## config.mk

```make
export PLATFORM = sky130hd
export DESIGN_NAME = intersection_ctrl
export DESIGN_NICKNAME = d
export VERILOG_FILES = /design/src/rtl/intersection_ctrl.sv
export SDC_FILE = /design/constraint.sdc
export NUM_CORES = 1
export LEC_CHECK = 0
export CAP_MARGIN = 20
export CORE_MARGIN = 2
export CORE_UTILIZATION = 45
export DETAILED_ROUTE_END_ITERATION = 6
export PLACE_DENSITY_LB_ADDON = 0.05
export SLEW_MARGIN = 20
export SYNTH_ARGS = -nofsm -noshare
export SYNTH_HDL_FRONTEND = slang
export SYNTH_SLANG_ARGS = --single-unit
export TNS_END_PERCENT = 1
```

## constraint.sdc

```tcl
create_clock -name clk -period 2.4 [get_ports clk]
set_input_delay 0.36 -clock clk [delete_from_list [all_inputs] [get_ports clk]]
set_output_delay 0.36 -clock clk [all_outputs]
set_load 0.01 [all_outputs]
```

## src/rtl/intersection_ctrl.sv

```systemverilog
// rtl/intersection_ctrl.sv - four-way intersection signal controller with preemption and flash
//
// Sequences NS/EW protected-left, green, yellow and all-red clearance phases.
// An emergency request forces solid all-red and freezes all timing state.
// Normal timing resumes from that frozen state when the request drops.
// A flash request blinks NS yellow and EW red.
//
// Ports:
//   clk          system clock, rising edge
//   rst          synchronous reset, active-high
//   emergency    emergency vehicle present (level)
//   flash        night flash request (level)
//   ns_out       NS head {left, green, yellow, red}
//   ew_out       EW head {left, green, yellow, red}
//   phase        current normal phase code (7 while flashing)
//   emerg_active all-red preemption in force
//   flash_active flash mode in force
module intersection_ctrl #(
  parameter int LEFT_CYC   = 5,
  parameter int GREEN_CYC  = 10,
  parameter int YELLOW_CYC = 3,
  parameter int ALLRED_CYC = 1,
  parameter int FLASH_CYC  = 4,
  parameter int CNT_W      = 5
) (
  input  logic       clk,
  input  logic       rst,
  input  logic       emergency,
  input  logic       flash,
  output logic [3:0] ns_out,
  output logic [3:0] ew_out,
  output logic [2:0] phase,
  output logic       emerg_active,
  output logic       flash_active
);

  localparam logic [2:0] PH_NS_LEFT   = 3'd0;
  localparam logic [2:0] PH_NS_GREEN  = 3'd1;
  localparam logic [2:0] PH_NS_YELLOW = 3'd2;
  localparam logic [2:0] PH_ALLRED_A  = 3'd3;
  localparam logic [2:0] PH_EW_LEFT   = 3'd4;
  localparam logic [2:0] PH_EW_GREEN  = 3'd5;
  localparam logic [2:0] PH_EW_YELLOW = 3'd6;
  localparam logic [2:0] PH_ALLRED_B  = 3'd7;

  localparam logic [3:0] H_LEFT   = 4'b1001;
  localparam logic [3:0] H_GREEN  = 4'b0100;
  localparam logic [3:0] H_YELLOW = 4'b0010;
  localparam logic [3:0] H_RED    = 4'b0001;
  localparam logic [3:0] H_DARK   = 4'b0000;

  localparam logic [CNT_W-1:0] LEFT_LAST   = CNT_W'(LEFT_CYC - 1);
  localparam logic [CNT_W-1:0] GREEN_LAST  = CNT_W'(GREEN_CYC - 1);
  localparam logic [CNT_W-1:0] YELLOW_LAST = CNT_W'(YELLOW_CYC - 1);
  localparam logic [CNT_W-1:0] ALLRED_LAST = CNT_W'(ALLRED_CYC - 1);
  localparam logic [CNT_W-1:0] FLASH_LAST  = CNT_W'(FLASH_CYC - 1);

  logic [2:0]       phase_q, phase_d;
  logic [CNT_W-1:0] cnt_q, cnt_d;
  logic             emerg_q, emerg_d;
  logic             flash_q, flash_d;
  logic             blink_q, blink_d;
  logic [CNT_W-1:0] phase_last;

  // Last count value of the current phase; both directions share durations.
  always_comb begin
    phase_last = ALLRED_LAST;
    case (phase_q[1:0])
      2'd0:    phase_last = LEFT_LAST;
      2'd1:    phase_last = GREEN_LAST;
      2'd2:    phase_last = YELLOW_LAST;
      default: phase_last = ALLRED_LAST;
    endcase
  end

  // State register
  always_ff @(posedge clk) begin
    if (rst) begin
      phase_q <= PH_NS_LEFT;
      cnt_q   <= '0;
      emerg_q <= 1'b0;
      flash_q <= 1'b0;
      blink_q <= 1'b0;
    end else begin
      phase_q <= phase_d;
      cnt_q   <= cnt_d;
      emerg_q <= emerg_d;
      flash_q <= flash_d;
      blink_q <= blink_d;
    end
  end

  // Next-state logic
  always_comb begin
    phase_d = phase_q;
    cnt_d   = cnt_q;
    emerg_d = emerg_q;
    flash_d = flash_q;
    blink_d = blink_q;
    if (emergency) begin
      // Everything else is frozen so the interrupted phase resumes intact.
      emerg_d = 1'b1;
    end else begin
      emerg_d = 1'b0;
      if (flash && !flash_q) begin
        flash_d = 1'b1;
        cnt_d   = '0;
        blink_d = 1'b1;
        phase_d = PH_ALLRED_B;
      end else if (!flash && flash_q) begin
        // Leaving flash always goes through all-red clearance first.
        flash_d = 1'b0;
        phase_d = PH_ALLRED_B;
        cnt_d   = '0;
      end else if (!emerg_q) begin
        // The release edge after an emergency does not count.
        if (flash_q) begin
          if (cnt_q == FLASH_LAST) begin
            cnt_d   = '0;
            blink_d = ~blink_q;
          end else begin
            cnt_d = cnt_q + 1'b1;
          end
        end else if (cnt_q == phase_last) begin
          cnt_d   = '0;
          phase_d = phase_q + 3'd1;
        end else begin
          cnt_d = cnt_q + 1'b1;
        end
      end
    end
  end

  // Output decode, from registered state only
  always_comb begin
    ns_out       = H_RED;
    ew_out       = H_RED;
    phase        = phase_q;
    emerg_active = emerg_q;
    flash_active = flash_q;
    if (emerg_q) begin
      ns_out = H_RED;
      ew_out = H_RED;
    end else if (flash_q) begin
      ns_out = blink_q ? H_YELLOW : H_DARK;
      ew_out = blink_q ? H_RED : H_DARK;
    end else begin
      case (phase_q)
        PH_NS_LEFT:   ns_out = H_LEFT;
        PH_NS_GREEN:  ns_out = H_GREEN;
        PH_NS_YELLOW: ns_out = H_YELLOW;
        PH_EW_LEFT:   ew_out = H_LEFT;
        PH_EW_GREEN:  ew_out = H_GREEN;
        PH_EW_YELLOW: ew_out = H_YELLOW;
        default: begin
          ns_out = H_RED;
          ew_out = H_RED;
        end
      endcase
    end
  end

endmodule

```

==> results of run 1 <==
## cell usage after synthesis (all sizes together) (5+ instances only)
library cell	n	area, sq um
clkbuf	5	18.8
inv	7	26.3
nor2	10	37.5
nand3	6	30.0
a21oi	5	25.0
a2111oi	5	62.6
nand2	7	26.3
ha	10	125
dfxtp	11	220
## cells by family after synthesis
| kind of cell | synth area share, % |
|---|---|
| flops | 24.1 |
| xor+xnor | 1.92 |
| buf+inv | 6.72 |
| compound gates | 26.5 |
| fa+ha+maj | 13.7 |
| simple gates | 27.0 |
## stage by stage
stage	hold slack [ns]	cells	utilization (%)
after floorplan	0.473	111	-
after global placement	0.494	154	57.9
after detailed placement	0.503	154	57.9
after CTS	0.516	158	59.3
after global routing	0.543	158	59.3
final	0.510	158	59.3
## state kept, by name (all words and copies together), names as in the netlist
| register | count |
|---|---|
| phase | 3 |
| flash_active | 1 |
| emerg_active | 1 |
| blink_q | 1 |
| cnt_q | 5 |
## where the power goes
group / internal, W / total [W] / switching, W
combinational: 0.0000890 / 0.000184 / 0.0000955
clock: 0.0000643 / 0.000130 / 0.0000656
sequential: 0.000194 / 0.000210 / 0.0000164
## per-layer routing
layer | wire length, um | part of all wire, % | up-vias
li1 | - | - | 454
met1 | 1080 | 50 | 467
met2 | 1020 | 47 | 13
met3 | 67 | 3.1 | 2
met4 | 13 | 0.59 | 0
met5 | 0 | 0 | -
## final cells by class
| type | instances | share of cell area [%] |
|---|---|---|
| Multi-Input combinational cell | 86 | 54.7 |
| Sequential cell | 11 | 19.3 |
| Timing Repair Buffer | 23 | 18.5 |
| Tap cell | 27 | 2.93 |
| Clock buffer | 4 | 2.28 |
| Inverter | 7 | 2.28 |
## worst max-delay path by stage
stage                              start  depth (start not counted)               endpoint  slack (ns)
6_report           phase[1]$_SDFFE_PP0P_                          6              ew_out[0]        0.15
5_1_grt            phase[1]$_SDFFE_PP0P_                          6              ns_out[0]        0.02
4_1_cts            phase[1]$_SDFFE_PP0P_                          6              ew_out[0]        0.07
3_5_place_dp                       flash                          7  cnt_q[2]$_SDFFE_PP0P_        0.06
3_3_place_gp                       flash                          7  cnt_q[2]$_SDFFE_PP0P_         0.1
2_1_floorplan  flash_active$_SDFFE_PP0P_                          7  cnt_q[2]$_SDFFE_PP0P_        0.31
## critical path, delay by kind of cell (launching register included)
family	cells	cell delay, ns
buffers and inverters	2	0.64
adders and majority gates	1	0.21
AOI/OAI and AO/OA	2	0.33
DFF	1	0.37
and+or+nand+nor	1	0.08
## timing repair
item / 4_1_cts / 5_1_grt
gates resized for setup: 1 / 2
pin swaps: 0 / 1
hold buffers: 0 / 0
setup endpoints to repair: 2 / 2
==> results.rst, run 1 <==
.. list-table::
   :header-rows: 1

   * - Metric
     - Value
   * - Synthesized flop and latch total
     - 11
   * - Final Slew Violations
     - 0
   * - Reg clk slew, reported paths
     - 0.08 ns
   * - Crit. End Element
     - output port
   * - Area of combinational cells with multiple inputs
     - 631 sq um
   * - Worst min-delay path endpoint
     - cnt_q[1]$_SDFFE_PP0P_
   * - Number of buffers inserted by port buffering
     - 16
   * - Share of async-settable or async-resettable flops after synthesis
     - 0%
   * - Number of diodes added for antenna fixing
     - 0
   * - Number of antenna violations at the first check in global routing
     - 0
   * - NumNets Final
     - 146
   * - Effective utilization at floorplan
     - 47.0%
   * - Fraction of layout cells with a size suffix above 1
     - 13.7%
   * - Floorplan die area
     - 0.00240 sq mm
   * - Proportion of synthesized chip area in sequential cells
     - 24.1%
   * - Syn_nets
     - 125
   * - Worst max-slew margin expressed relative to the limit
     - 66.8%
   * - CTS buffer count
     - 3
   * - Crit share post-route
     - 93.7%
   * - Count of flip-flops with a built-in enable after synthesis
     - 0
   * - Worst path setup slack after routing
     - 0.152 ns
   * - Signed area change from the synthesized netlist to the final layout
     - 26.3%
   * - YS warnings
     - 0
   * - Post-route cell area
     - 0.00115 sq mm
   * - Number of optimization iterations in the first detailed-route pass
     - 4
   * - Placer Congestion
     - 0.778
   * - Global-route wire length before repair
     - 3.65 mm
   * - Most frequent cells in the layout
     - clkdlybuf4s50_1, nor2_1, ha_1, dfxtp_1
   * - H-tree depth
     - 1
   * - Total via count after detailed routing
     - 936
   * - Dpl hpwl
     - 1.64 mm
   * - Global Route met3 Usage
     - 3.37%
   * - Maxcap violations
     - 0
   * - Setup TNS after final layout
     - 0 ns
   * - Post-detailed-placement cell area
     - 0.00112 sq mm
   * - Met1 usage
     - 26.5%
   * - Hold Crit Depth
     - 2
   * - Critical Path, Cell by Cell
     - inv_1 > ha_1 > o21bai_1 > o22ai_1 > nand2b_1 > clkdlybuf4s50_1
   * - Slowest stage delay, CP
     - 0.53 ns
   * - Largest clock skew in the final design
     - 0.00552 ns
   * - Final wirelength
     - 2.19 mm
   * - Total setup buffers inserted after CTS
     - 0
   * - Gate Count Post-Synth
     - 111
   * - R2R depth
     - 6
   * - Final Hold Vio Count
     - 0
   * - CP Class
     - reg -> out
   * - DR iter-0 viols
     - 11
   * - Post-synthesis cell area
     - 912 sq um
   * - Endpoints failing setup
     - 0
   * - Number of cell rows
     - 16
   * - Arrival time at the worst endpoint
     - 1.89 ns
   * - FF-to-FF Start
     - flash_active$_SDFFE_PP0P_
   * - Total power per unit cell area
     - 455 mW/mm^2
   * - Grt met2 use
     - 30.6%
   * - IO Pins
     - 17
   * - TritonCTS clock tree
     - yes
   * - Unrepaired setup endpoints after global routing
     - false
   * - Filler Cells Inserted
     - 187
   * - Start point of the worst min-delay path
     - cnt_q[1]$_SDFFE_PP0P_
   * - Average wire per standard cell
     - 13.8 um
   * - Clock sinks
     - 11
   * - Leakage component of the power
     - 0.442 nW
   * - Terminus of the critical flop-to-flop path
     - cnt_q[2]$_SDFFE_PP0P_
   * - Clock root buffer
     - clkbuf_4
   * - Maximum clock frequency
     - 445 MHz
   * - Die extent in y
     - 49.0 um
   * - Crit-path max FO
     - 5
   * - Post-placement worst setup slack
     - 0.0572 ns
   * - Vias per inst
     - 5.92
   * - Global-route congestion overflow total
     - 0
   * - Area taken by flip-flops and latches
     - 223 sq um
   * - Number of routed nets with antenna violations
     - 0
   * - Clock insertion delay at the later pin of the skew report
     - 0.27 ns
   * - Largest net degree at the start of global routing
     - 20
   * - Critical-path cell with the highest stage delay
     - clkdlybuf4s50_1
   * - Final total power
     - 0.000525 W
   * - Vias in the first global route
     - 792
   * - Syn_area_per_cell
     - 8.22 sq um
   * - Total DRC errors in the routed layout
     - 0
   * - HP Class
     - reg -> reg
   * - Max Root-Sink Buffers
     - 2
   * - Commonest non-fill, non-tap cell in the layout
     - clkdlybuf4s50_1
   * - Status
     - completed
   * - Synth Flop Type
     - dfxtp_1
   * - Final period demand of the worst path
     - 2.25 ns
   * - Slew of the pin with the lowest slew margin
     - 0.485 ns
   * - Flop2flop setup slack
     - 0.51 ns
   * - Startpoint types
     - flop
   * - Netlist cell types
     - 38
   * - Global route hottest layer
     - met2
   * - All-Layer GR Usage
     - 19.4%
   * - Maximum VDD drop
     - 0.000305 V
   * - Horizontal die dimension
     - 49.0 um
   * - Critical Path RT
     - 2.04 ns
   * - Core ar.
     - 0.00194 sq mm
(Power assumes the default switching activity.)
==> run 2, diff against run 1 <==
Settings changed: HOLD_SLACK_MARGIN from default to 0.03.
==> results of run 2 <==
Final layout, timing and power as in run 1 (identical DEF).
==> patch (settings of run 1) <==
`CNT_W`: 5 -> 10.
--- a/src/rtl/intersection_ctrl.sv
+++ b/src/rtl/intersection_ctrl.sv
@@ -21,7 +21,7 @@
   parameter int YELLOW_CYC = 3,
   parameter int ALLRED_CYC = 1,
   parameter int FLASH_CYC  = 4,
-  parameter int CNT_W      = 5
+  parameter int CNT_W      = 10
 ) (
   input  logic       clk,
   input  logic       rst,
Check against the original RTL: no difference found for any inputs over 10 cycles, from zero or initial values and one cycle with rst high; that may be too few to reach the edited logic, so the function may still have changed.
==> patch against run 1 <==
Sequential cell count increased by 5; clock skew fell by 3.6 ps; combinational power rose by 25%; routed wire length grew 25%; setup slack lost 55 ps; sequential share of layout area grew 3.7 points; clock power grew 45%; register-to-register slack got worse by 110 ps; synthesized area up 28%; via count up 19%; power grew 37%; final area up 23%; global-route usage up 0.65 points; highest routed layer unchanged.
==> patch: results (changes against run 1) <==
[clock_network]
postCtsResizedCells = 4  ; was 1
clk-insertion-delay-late_ps = 300  ; was 270 ps
postCtsSetupBuffers = 0  ; unchanged
cts.clk_slew.worst_paths_ps = 100  ; was 80 ps

[drt]
drt-total-wl_mm = 2.729  ; was 2.186 mm
viasPerCell = 5.583  ; was 5.924
drt_iter0_drc = 28  ; was 11
first_pass_iters = 5  ; was 4

[grt]
grtUsageMet3 = 0.05914  ; was 0.03374
grt_pass1_vias = 980  ; was 792
grt_pass1_wl_mm = 4.305  ; was 3.650 mm
grt_util_all_layers = 0.2006  ; was 0.1940
groute.layer.met2.usage = 0.3631  ; was 0.3059
grt_max_degree = 17  ; was 20
antenna_found_initial = 0  ; unchanged
met1_usage = 0.2264  ; was 0.2648

[layout]
bufAreaShareNonClock = 0.1388  ; was 0.1846
multi_input_gates = 123  ; was 86
largest_reg_flops = 10  ; was 5
layout.nets = 184  ; was 146
drive_gt1_frac = 0.1302  ; was 0.1374
seq_cell_count = 16  ; was 11
num_antenna_cells = 0  ; unchanged
num-fill-cells = 244  ; was 187
multi_input_area_um2 = 800.8  ; was 630.6 um2
buffers = 21  ; was 23
seq_area_frac = 0.2299  ; was 0.1933
inv_count = 5  ; was 7
clk_share = 0.02564  ; was 0.02280

[yosys]
yosys-top-cells-count = nand2_1 (20), dfxtp_1 (16), nor2_1 (12)  ; was dfxtp_1 (11), ha_1 (10), nor2_1 (10), inv_1 (7), nand2_1 (7)
seq_area_frac_synth = 0.2744  ; was 0.2414
syn_nets = 165  ; was 125
synth.area.mux_share = 0.008574  ; was 0
yosysWarningCount = 0  ; unchanged
synth_compound_area_frac = 0.1801  ; was 0.2647
ys_top_cells_by_area = dfxtp_1 (27%), ha_1 (11%), nand2_1 (6.4%), nand3_1 (4.3%), nor3_1 (4.3%)  ; was dfxtp_1 (24%), ha_1 (14%), nor2_1 (4.1%), a2111oi_0 (3.8%), nand3_1 (3.3%)
synth_xor_area_frac = 0.01501  ; was 0.01920
async_flop_share = 0  ; unchanged
synth_adder_area_share = 0.1072  ; was 0.1372
ys_types = 43  ; was 38

[power]
combinationalPower_uw = 230  ; was 184 uW
p_per_area_nw_per_um2 = 507.9  ; was 455.4 nW/um2
p_leak_nw = 0.5380  ; was 0.4419 nW
p_clk_frac = 0.264  ; was 0.248
ir_drop_mv = 0.3727  ; was 0.3051 mV
p_int_uw = 482.0  ; was 347.3 uW

[timing]
worst_pin_slew_ps = 548.6  ; was 485.0 ps
finClkSkew_ps = 1.908  ; was 5.516 ps

[run_status]
status = finished, final reports clean  ; unchanged

[worst_setup_path]
crit_arrival_ps = 1940  ; was 1890 ps
reg2reg_depth = 7  ; was 6

[placement]
hpwl_mm = 2.046  ; was 1.643 mm
pre_cts_ws_ps = -14.03  ; was 57.15 ps
gp_congestion = 0.8037  ; was 0.7782

[patch: through the flow]
stage / instance area, um2 / instances
finish: 1415 / 199
global route: 1415 / 199
CTS: 1410 / 199
detailed placement: 1368 / 195
global placement: 1368 / 195
floorplan: 1167 / 151
[patch: metal layers]
layer / routed length (um) / up-vias
met3: 108 / 2
met5: 0 / -
met4: 15 / 0
li1: - / 584
met2: 1373 / 22
met1: 1231 / 503
[patch: path summary, 6_finish.rpt]
path | startpoint | end | slack, ps
setup reg to reg | flash_active | phase[0] | 400
hold reg to reg | cnt_q[9] | cnt_q[9] | 510
setup / recovery | phase[1] | ns_out[0] | 100
hold / removal | cnt_q[9] | cnt_q[9] | 510
[patch: cell families (layout without fill, tap and decap cells)]
group | after synthesis | after routing
simple gates | 80 | 80
fa+ha+maj | 10 | 10
flops | 16 | 16
xor+xnor | 2 | 2
buf+inv | 12 | 30
compound gates | 30 | 30
mux | 1 | 1
